## config.mk

```make
export PLATFORM = sky130hd
export DESIGN_NAME = fetch_ctrl
export DESIGN_NICKNAME = d
export VERILOG_FILES = /design/src/rtl/fetch_ctrl.sv
export SDC_FILE = /design/constraint.sdc
export NUM_CORES = 1
export LEC_CHECK = 0
export ABC_CLOCK_PERIOD_IN_PS = 3140
export BUFFER_PORTS_ARGS = -buffer_cell sky130_fd_sc_hd__buf_4
export CORE_MARGIN = 8
export CORE_UTILIZATION = 44
export DETAILED_ROUTE_END_ITERATION = 10
export PLACE_DENSITY = 0.77
export SKIP_CTS_REPAIR_TIMING = 1
export SLEW_MARGIN = 25
export SYNTH_ARGS = -nofsm -noshare
export SYNTH_HDL_FRONTEND = slang
export SYNTH_SLANG_ARGS = --single-unit
```

## constraint.sdc

```tcl
create_clock -name clk_i -period 3.14 [get_ports clk_i]
set_input_delay 0.785 -clock clk_i [delete_from_list [all_inputs] [get_ports clk_i]]
set_output_delay 0.785 -clock clk_i [all_outputs]
set_load 0.1 [all_outputs]
```

## src/rtl/fetch_ctrl.sv

```systemverilog
// fetch_ctrl: IF-stage fetch sequencer.
// Owns the architectural PC and issues req/ack fetches to instruction memory.
// Handles branch redirects, including one that arrives while a request is
// still outstanding. Also handles ID-stage stalls through a one-entry
// overflow buffer. Presents one registered slot (valid/instr/pc) to decode.
// Optional build macro FETCH_PERF_EN adds saturating counters for stall cycles
// and branch redirects.
module fetch_ctrl #(
    parameter logic [31:0] RESET_PC = 32'h0000_0000,
    parameter logic [31:0] PC_STEP  = 32'd4
) (
    input  logic        clk_i,
    input  logic        rstn_i,
    input  logic        stall_i,
    input  logic        branch_sig_i,
    input  logic [31:0] pc_branch_i,
    output logic        imem_req_o,
    output logic [31:0] imem_addr_o,
    input  logic        imem_ack_i,
    input  logic [31:0] imem_rdata_i,
    output logic        if_valid_o,
    output logic [31:0] if_instr_o,
    output logic [31:0] if_pc_o
`ifdef FETCH_PERF_EN
    ,
    output logic [31:0] perf_stall_cnt_o,
    output logic [31:0] perf_flush_cnt_o
`endif
);

    localparam logic [1:0] ST_IDLE  = 2'd0;
    localparam logic [1:0] ST_REQ   = 2'd1;  // request outstanding at pc_q
    localparam logic [1:0] ST_FLUSH = 2'd2;  // stale request draining, data discarded
    localparam logic [1:0] ST_HOLD  = 2'd3;  // slot blocked, fetched word parked in buf

    logic [1:0]  state_q, state_d;
    logic [31:0] pc_q, pc_d;
    logic [31:0] flush_addr_q, flush_addr_d;
    logic [31:0] buf_instr_q, buf_instr_d;
    logic [31:0] buf_pc_q, buf_pc_d;
    logic        valid_q, valid_d;
    logic [31:0] instr_q, instr_d;
    logic [31:0] slot_pc_q, slot_pc_d;

    logic ack_take;
    logic slot_free;

    // Request/address outputs depend only on the state, never on inputs
    always_comb begin
        imem_req_o  = (state_q == ST_REQ) || (state_q == ST_FLUSH);
        imem_addr_o = 32'd0;
        if (state_q == ST_REQ) begin
            imem_addr_o = pc_q;
        end else if (state_q == ST_FLUSH) begin
            imem_addr_o = flush_addr_q;
        end
    end

    assign ack_take   = imem_req_o && imem_ack_i;
    assign slot_free  = !valid_q || !stall_i;
    assign if_valid_o = valid_q;
    assign if_instr_o = instr_q;
    assign if_pc_o    = slot_pc_q;

    // Next-state logic: fetch sequencing, slot refill and branch override
    always_comb begin
        state_d      = state_q;
        pc_d         = pc_q;
        flush_addr_d = flush_addr_q;
        buf_instr_d  = buf_instr_q;
        buf_pc_d     = buf_pc_q;
        valid_d      = valid_q;
        instr_d      = instr_q;
        slot_pc_d    = slot_pc_q;

        // Decode takes the slot on every edge it is not stalled
        if (!stall_i) begin
            valid_d = 1'b0;
        end

        case (state_q)
            ST_IDLE: begin
                state_d = ST_REQ;
            end
            ST_REQ: begin
                if (ack_take) begin
                    if (!branch_sig_i) begin
                        pc_d = pc_q + PC_STEP;
                        if (slot_free) begin
                            valid_d   = 1'b1;
                            instr_d   = imem_rdata_i;
                            slot_pc_d = pc_q;
                        end else begin
                            buf_instr_d = imem_rdata_i;
                            buf_pc_d    = pc_q;
                            state_d     = ST_HOLD;
                        end
                    end
                end else if (branch_sig_i) begin
                    // Outstanding request cannot be withdrawn: keep its address
                    flush_addr_d = pc_q;
                    state_d      = ST_FLUSH;
                end
            end
            ST_FLUSH: begin
                if (ack_take) begin
                    state_d = ST_REQ;
                end
            end
            default: begin  // ST_HOLD
                if (!stall_i) begin
                    valid_d   = 1'b1;
                    instr_d   = buf_instr_q;
                    slot_pc_d = buf_pc_q;
                    state_d   = ST_REQ;
                end
            end
        endcase

        // A redirect beats stall and slot load; the last branch seen wins
        if (branch_sig_i) begin
            pc_d    = pc_branch_i;
            valid_d = 1'b0;
            if (state_q == ST_HOLD || state_q == ST_IDLE) begin
                state_d = ST_REQ;
            end
        end
    end

    // State registers with asynchronous active-low reset
    always_ff @(posedge clk_i or negedge rstn_i) begin
        if (!rstn_i) begin
            state_q      <= ST_IDLE;
            pc_q         <= RESET_PC;
            flush_addr_q <= 32'd0;
            buf_instr_q  <= 32'd0;
            buf_pc_q     <= 32'd0;
            valid_q      <= 1'b0;
            instr_q      <= 32'd0;
            slot_pc_q    <= 32'd0;
        end else begin
            state_q      <= state_d;
            pc_q         <= pc_d;
            flush_addr_q <= flush_addr_d;
            buf_instr_q  <= buf_instr_d;
            buf_pc_q     <= buf_pc_d;
            valid_q      <= valid_d;
            instr_q      <= instr_d;
            slot_pc_q    <= slot_pc_d;
        end
    end

`ifdef FETCH_PERF_EN
    logic [31:0] stall_cnt_q;
    logic [31:0] flush_cnt_q;

    // Saturating counters: stalled-with-valid-slot cycles and branch pulses
    always_ff @(posedge clk_i or negedge rstn_i) begin
        if (!rstn_i) begin
            stall_cnt_q <= 32'd0;
            flush_cnt_q <= 32'd0;
        end else begin
            if (valid_q && stall_i && (stall_cnt_q != 32'hFFFF_FFFF)) begin
                stall_cnt_q <= stall_cnt_q + 32'd1;
            end
            if (branch_sig_i && (flush_cnt_q != 32'hFFFF_FFFF)) begin
                flush_cnt_q <= flush_cnt_q + 32'd1;
            end
        end
    end

    assign perf_stall_cnt_o = stall_cnt_q;
    assign perf_flush_cnt_o = flush_cnt_q;
`endif

endmodule

```

# Word level (Yosys, flattened, before mapping)
# Index checks and enable logic that the tools add are counted.
[word_totals]
register_bits = 195
elab_cells = 64
[classes]
addsub = 1
n_eq_ne = 7
muxes = 30
n_bitwise = 4
n_reduce_logical = 14
[ops]
columns = ["cell", "count"]
rows = [
  ["two-way mux 32 bit", 13],
  ["one-hot mux 32 bit (2 select lines)", 2],
  ["adder 32 x 3 -> 32 bit, second input constant", 1],
  ["two-way mux 2 bit", 8],
  ["inequality test 2 bit, second input constant", 3],
  ["one-hot mux 2 bit (3 select lines)", 1],
  ["two-way mux 1 bit", 5],
  ["AND reduction 5 bit", 1],
  ["equality test 2 bit, second input constant", 2],
  ["inverter 1 bit", 4],
  ["AND reduction 4 bit", 1],
  ["nonzero test 2 bit", 2],
  ["logical OR 1 bit", 3],
  ["AND reduction 3 bit", 1],
  ["equality test 2 x 1 -> 1 bit, second input constant", 1],
  ["zero test 1 bit", 2],
  ["zero test 2 bit", 1],
  ["inequality test 2 x 1 -> 1 bit, second input constant", 1],
  ["one-hot mux 1 bit (2 select lines)", 1],
  ["AND reduction 2 bit", 1],
  ["OR reduction 2 bit", 1],
  ["logical AND 1 bit", 1],
]

# Depth between registers and ports, before layout
# Gate-level depths: netlist (run 1).
[logic_depth]
word_depth = 8
ltp_mapped = 9
depth_no_buf = 6

# Worst setup path before layout (run 1)
# No wires, ideal clock.
[synth_timing]
path_kind = "reg-to-output"
start = "register state_q[1]"
end = "output port imem_addr_o[10]"
t_arrival_ps = 2413
required_ps = 2355
path_slack_ps = -58
stages_incl_launch_ff = 8
cell_sequence = "dfrtp_1 > inv_1 > ha_1 > buf_2 > clkbuf_1 > buf_2 > buf_1 > a22o_1"
[synth_via]
elab_chain_len = 3
[synth_lines]
columns = ["item", "line_no", "text"]
rows = [
  ["start: declaration", "36", "logic [1:0] state_q, state_d;"],
  ["start signal: assignment", "142", "state_q <= state_d;"],
  ["equality test 2 bit", "54", "end else if (state_q == ST_FLUSH) begin"],
  ["two-way mux 32 bit", "54", ""],
  ["two-way mux 32 bit (*)", "52", "if (state_q == ST_REQ) begin"],
  ["end: declaration", "18", "output logic [31:0] imem_addr_o,"],
]
# Every way passes the cells marked *; elsewhere a longest branch is shown, timed or not.

# Worst setup path in the final report (run 1)
[layout_timing]
start = "register state_q[0]"
end = "output port imem_addr_o[29]"
# Same word-level chain as after synthesis.

==> results.cfg, run 1 <==
[global_route]
grt_pass1_wl_mm = 35.71
grt_max_degree = 79
antenna_found_initial = 0
grt_use_total = 0.1714
grt_pass1_vias = 6726
grt.overflow.total = 0

[cts]
clock_tree.buffer_depth = 2
cts_tree = yes
insertion_delay_ns = 0.43
clk_pin_slew_worst_paths_ns = 0.07
clock-sinks = 195
clock-root-buffer = clkbuf_16
h-tree-depth = 4
cts-buffers-inserted = 17

[synth]
synthTopCellsByArea = dfrtp_1, mux2_2, mux2i_1
synthArstFlopShare = 1.000
synth_top_family_by_area = multiplexers
synthSimpleGateAreaFrac = 0.1039
synth_adder_area_share = 0.006933
seq_area_frac_synth = 0.5408
synthMuxAreaShare = 0.1894
netlist_area_sq_um = 9024
postSynthAreaPerCell_sq_um = 11.44
synthCells = 789
synth-edff-count = 0
yosysWarnings = 0
synth_compound_area_frac = 0.1122
synth.distinct_cells = 54
synth_xor_area_frac = 0.007765
synth_nets = 863
synth_seq_cells = 195
synth_top_area_cell = dfrtp_1
synth_top_area_frac = 0.5408
synth-main-ff-cell = dfrtp_1

[floorplan]
die_x_microns = 159.2
fp-row-count = 52
dieArea_sq_um = 25350
initial_core_util = 0.4474
core_area_sq_um = 20170
die_h_microns = 159.2
io_pins = 167

[timing]
fmax_mhz = 337.1
period_share = 0.9446
worstMarginPinSlew_ns = 0.8969
fin_hold_ws_ns = 0.3506
rsz0062_at_grt = false
period_minus_slack_ns = 2.966
slew_headroom = 0.4014
fin_skew_ns = 0.007809
finalSetupTns_ns = 0
hold_viol_final = 0
slew_violations = 0
setup_viol = 0
postLayoutSetupSlackWorst_ns = 0.1739

[critical_path]
timing.critical_path.slowest_cell_delay_ns = 0.43
required_ns = 2.35
arrival_ns = 2.18
critical_path_class = register to primary output
crit_path_top_delay_cell = dfrtp_1
worstPathMaxFanout = 23
path_cells = inv_1 > ha_1 > nor2b_2 > buf_6 > a22o_2 > buf_4
endpoint_kind = primary output
worstSetupStartpointType = register

[layout]
n_antenna_cell = 0
drive_above_1_share = 0.3790
syn_to_final_growth_pct = 23.74
layout.nets = 995
finalInstanceArea_sq_um = 11170
nFillCells = 1741

[route]
dr.pass1.iters = 5
routed_via_density = 5.481
drt_first_iter_violations = 369
wl_mm = 21.56
vias = 6599
drc = 0
ant_nets = 0
detail_route.wl_per_cell_microns = 17.91

[placement]
hpwlAfterDp_mm = 14.85
io_buffers = 166
dp_slack_ns = 0.5280
place.gp.congestion = 0.7636
place_area_sq_um = 10550

[run_status]
status = completed

[run]
maxCapViolCount = 0

[hold_path]
hp-class = primary input to async pin
==> stage by stage <==
stage          cells    util
6_report        1204  0.5536
2_1_floorplan    789       -
4_1_cts         1204  0.5534
5_1_grt         1204  0.5536
3_5_place_dp    1172  0.5233
3_3_place_gp    1172  0.5233
==> Yosys cell counts, types with 6 or more instances <==
| cell type | count |
|---|---|
| a21oi_1 | 65 |
| a22o_1 | 31 |
| a31oi_1 | 16 |
| buf_1 | 8 |
| buf_2 | 12 |
| clkbuf_1 | 37 |
| dfrtp_1 | 195 |
| inv_1 | 8 |
| mux2_2 | 94 |
| mux2i_1 | 65 |
| nand2_1 | 30 |
| nand3_1 | 16 |
| nand4_1 | 11 |
| nor2_1 | 81 |
| o21ai_0 | 18 |
| o31ai_1 | 12 |
| or3_1 | 6 |
| or4_1 | 14 |
==> kinds of logic after synthesis <==
kind of cell	count (synthesis)
xor+xnor	8
mux	159
buf+inv	76
compound gates	158
simple gates	188
fa+ha+maj	5
flops	195
==> cell usage in the layout (no fill, tap or decap), types with 4 or more instances in the layout <==
master / count
mux2_2: 94
o21ai_0: 18
or4_1: 14
mux2i_1: 65
a21oi_1: 65
clkinv_4: 4
o31ai_1: 12
clkbuf_16: 17
xor2_1: 5
nor2_1: 81
nand4_1: 11
ha_1: 4
or3_1: 6
dfrtp_1: 195
nand2b_1: 4
nand2_1: 30
inv_1: 8
and3_1: 5
buf_12: 6
a22o_2: 29
a31oi_1: 16
buf_4: 172
nand3_1: 15
==> final cells by class <==
cell class	count	area, sq um	area share
sequential	195	4880	0.4370
tap	270	337.8	0.03026
clock buffer	18	439.2	0.03933
timing repair buffer	180	1436	0.1286
multi-input combinational	518	3870	0.3466
clock inverter	14	168.9	0.01513
inverter	9	33.78	0.003026
==> worst max-delay path: cells and delay by family, from the launching register on <==
family | cells | cell delay [ns]
AOI/OAI and AO/OA | 1 | 0.20
adders and majority gates | 1 | 0.25
buffers and inverters | 3 | 0.66
DFF | 1 | 0.43
and+or+nand+nor | 1 | 0.21
==> final timing paths <==
path                                  start               end  slack [ns]  cells after the start
setup / recovery                 state_q[0]   imem_addr_o[29]        0.17                      6
hold / removal                       rstn_i  flush_addr_q[10]        0.35                      1
setup reg to reg                 state_q[1]          pc_q[26]        0.51                      8
hold reg to reg            flush_addr_q[29]  flush_addr_q[29]        0.49                      2
max in group asynchronous            rstn_i          pc_q[28]        1.99                      2
min in group clk_i         flush_addr_q[29]  flush_addr_q[29]        0.49                      2
==> registers in the layout, indices dropped and copies added (netlist names) <==
signal        count
state_q           2
pc_q             32
flush_addr_q     32
if_pc_o          32
if_instr_o       32
buf_instr_q      32
buf_pc_q         32
if_valid_o        1
==> metal layers <==
metal,track usage,part of all wire,vias to the layer above
li1,-,-,3114
met1,0.2185,0.45,3302
met2,0.2819,0.48,160
met3,0.04317,0.050,23
met4,0.05360,0.014,0
met5,0,0,-
Power of run 1 is left out: the tool's default activity adds up to more than one toggle a clock period on the data nets, which glitch-free logic cannot reach.
==> run 2: changes to the inputs <==
--- a/config.mk
+++ b/config.mk
@@ -10,7 +10,7 @@
 export CORE_MARGIN = 8
 export CORE_UTILIZATION = 44
 export DETAILED_ROUTE_END_ITERATION = 10
-export PLACE_DENSITY = 0.77
+export PLACE_DENSITY = 0.71
 export SKIP_CTS_REPAIR_TIMING = 1
 export SLEW_MARGIN = 25
 export SYNTH_ARGS = -nofsm -noshare
==> results.cfg, run 2 (same netlist as run 1, synthesis figures left out) <==
[run_status]
status = completed

[critical_path]
r2r_cells = 9
required_ns = 2.35
arrival_ns = 2.19
r2r-end = if_pc_o[23]
endpoint_kind = primary output
worstSetupStartpointType = register
critical_path_class = register to primary output
reg2reg_from = state_q[1]
worstPathMaxFanout = 23
reg2reg_slack_ns = 0.47

[hold_path]
hp-class = primary input to async pin

[cts]
clock-root-buffer = clkbuf_16
clock_tree.buffer_depth = 2
h-tree-depth = 4
clk_pin_slew_worst_paths_ns = 0.07
cts-buffers-inserted = 17
cts_tree = yes
clock-sinks = 195
insertion_delay_ns = 0.44

[floorplan]
die_h_microns = 159.2
io_pins = 167
initial_core_util = 0.4474
fp-row-count = 52
die_x_microns = 159.2
dieArea_sq_um = 25350
core_area_sq_um = 20170

[route]
ant_nets = 0
dr.pass1.iters = 4
wl_mm = 22.12
routed_via_density = 5.396
drc = 0
drt_first_iter_violations = 406
detail_route.wl_per_cell_microns = 18.34
vias = 6508

[layout]
layout_common_cells = dfrtp_1, buf_4, mux2_2
final_cells = 1206
syn_to_final_growth_pct = 23.18
drive_above_1_share = 0.3793
final_common_cell = dfrtp_1
n_antenna_cell = 0
layout.nets = 997

[global_route]
grt.overflow.total = 0
grt_pass1_wl_mm = 36.65
grt_use_total = 0.1768
grt_pass1_vias = 6789
grt_max_degree = 129
met2_usage = 0.2795
use_met3 = 0.05507
antenna_found_initial = 0
met1_usage = 0.2341
busiest_layer = met2

[placement]
numPlacedInstances = 1173
place.gp.congestion = 0.7533
hpwlAfterDp_mm = 14.99
io_buffers = 166

[timing]
slew_violations = 0
slew_headroom = 0.4979
period_minus_slack_ns = 2.970
finalSetupTns_ns = 0
worstMarginPinSlew_ns = 0.7531
fmax_mhz = 336.7
fin_skew_ns = 0.01685
hold_viol_final = 0
setup_viol = 0
period_share = 0.9460
rsz0062_at_grt = false

[run]
maxCapViolCount = 0
[run 2: how the worst max path moves through the flow]
stage | start | endpoint | slack, ns
after global routing | state_q[0] | imem_addr_o[25] | 0.02
after CTS | state_q[1] | imem_addr_o[25] | 0.09
after global placement | state_q[1] | imem_addr_o[11] | 0.63
after floorplan | state_q[1] | imem_addr_o[0] | 0.06
final | state_q[0] | imem_addr_o[30] | 0.17
after detailed placement | state_q[1] | buf_pc_q[1] | 0.54
[run 2: layout make-up]
cell class	instances	area [sq um]
multi-input cells	518	3870
clock inverters	13	121.4
flip-flops and latches	195	4880
fillers	1806	9054
repair buffers	182	1430
clock buffers	19	442.9
well taps	270	337.8
inverters	9	33.78
[run 2: layer usage]
metal / vias to the layer above / wire length (microns)
li1: 3126 / -
met1: 3227 / 10160
met2: 145 / 10430
met3: 10 / 1406
met4: 0 / 127
met5: - / 0
[run 2: through the flow]
step           utilization  cell area [sq um]  hold WS [ns]  setup slack [ns]
4_1_cts             0.5504              11100        0.3999           0.08713
3_3_place_gp        0.5224              10540        0.4788            0.6299
6_report            0.5511              11120        0.3821            0.1696
5_1_grt             0.5511              11120        0.4199           0.02273
2_1_floorplan            -               9059        0.4509           0.05570
3_5_place_dp        0.5224              10540        0.4865            0.5369
[run 2: worst max-delay path, stage by stage, from the launching register on]
cell and delay [ns]:
dfrtp_1 0.42, inv_1 0.13, ha_1 0.24, nor2b_2 0.18
buf_4 0.31, a22o_2 0.19, buf_4 0.28
Power of run 2 is left out for the same reason.
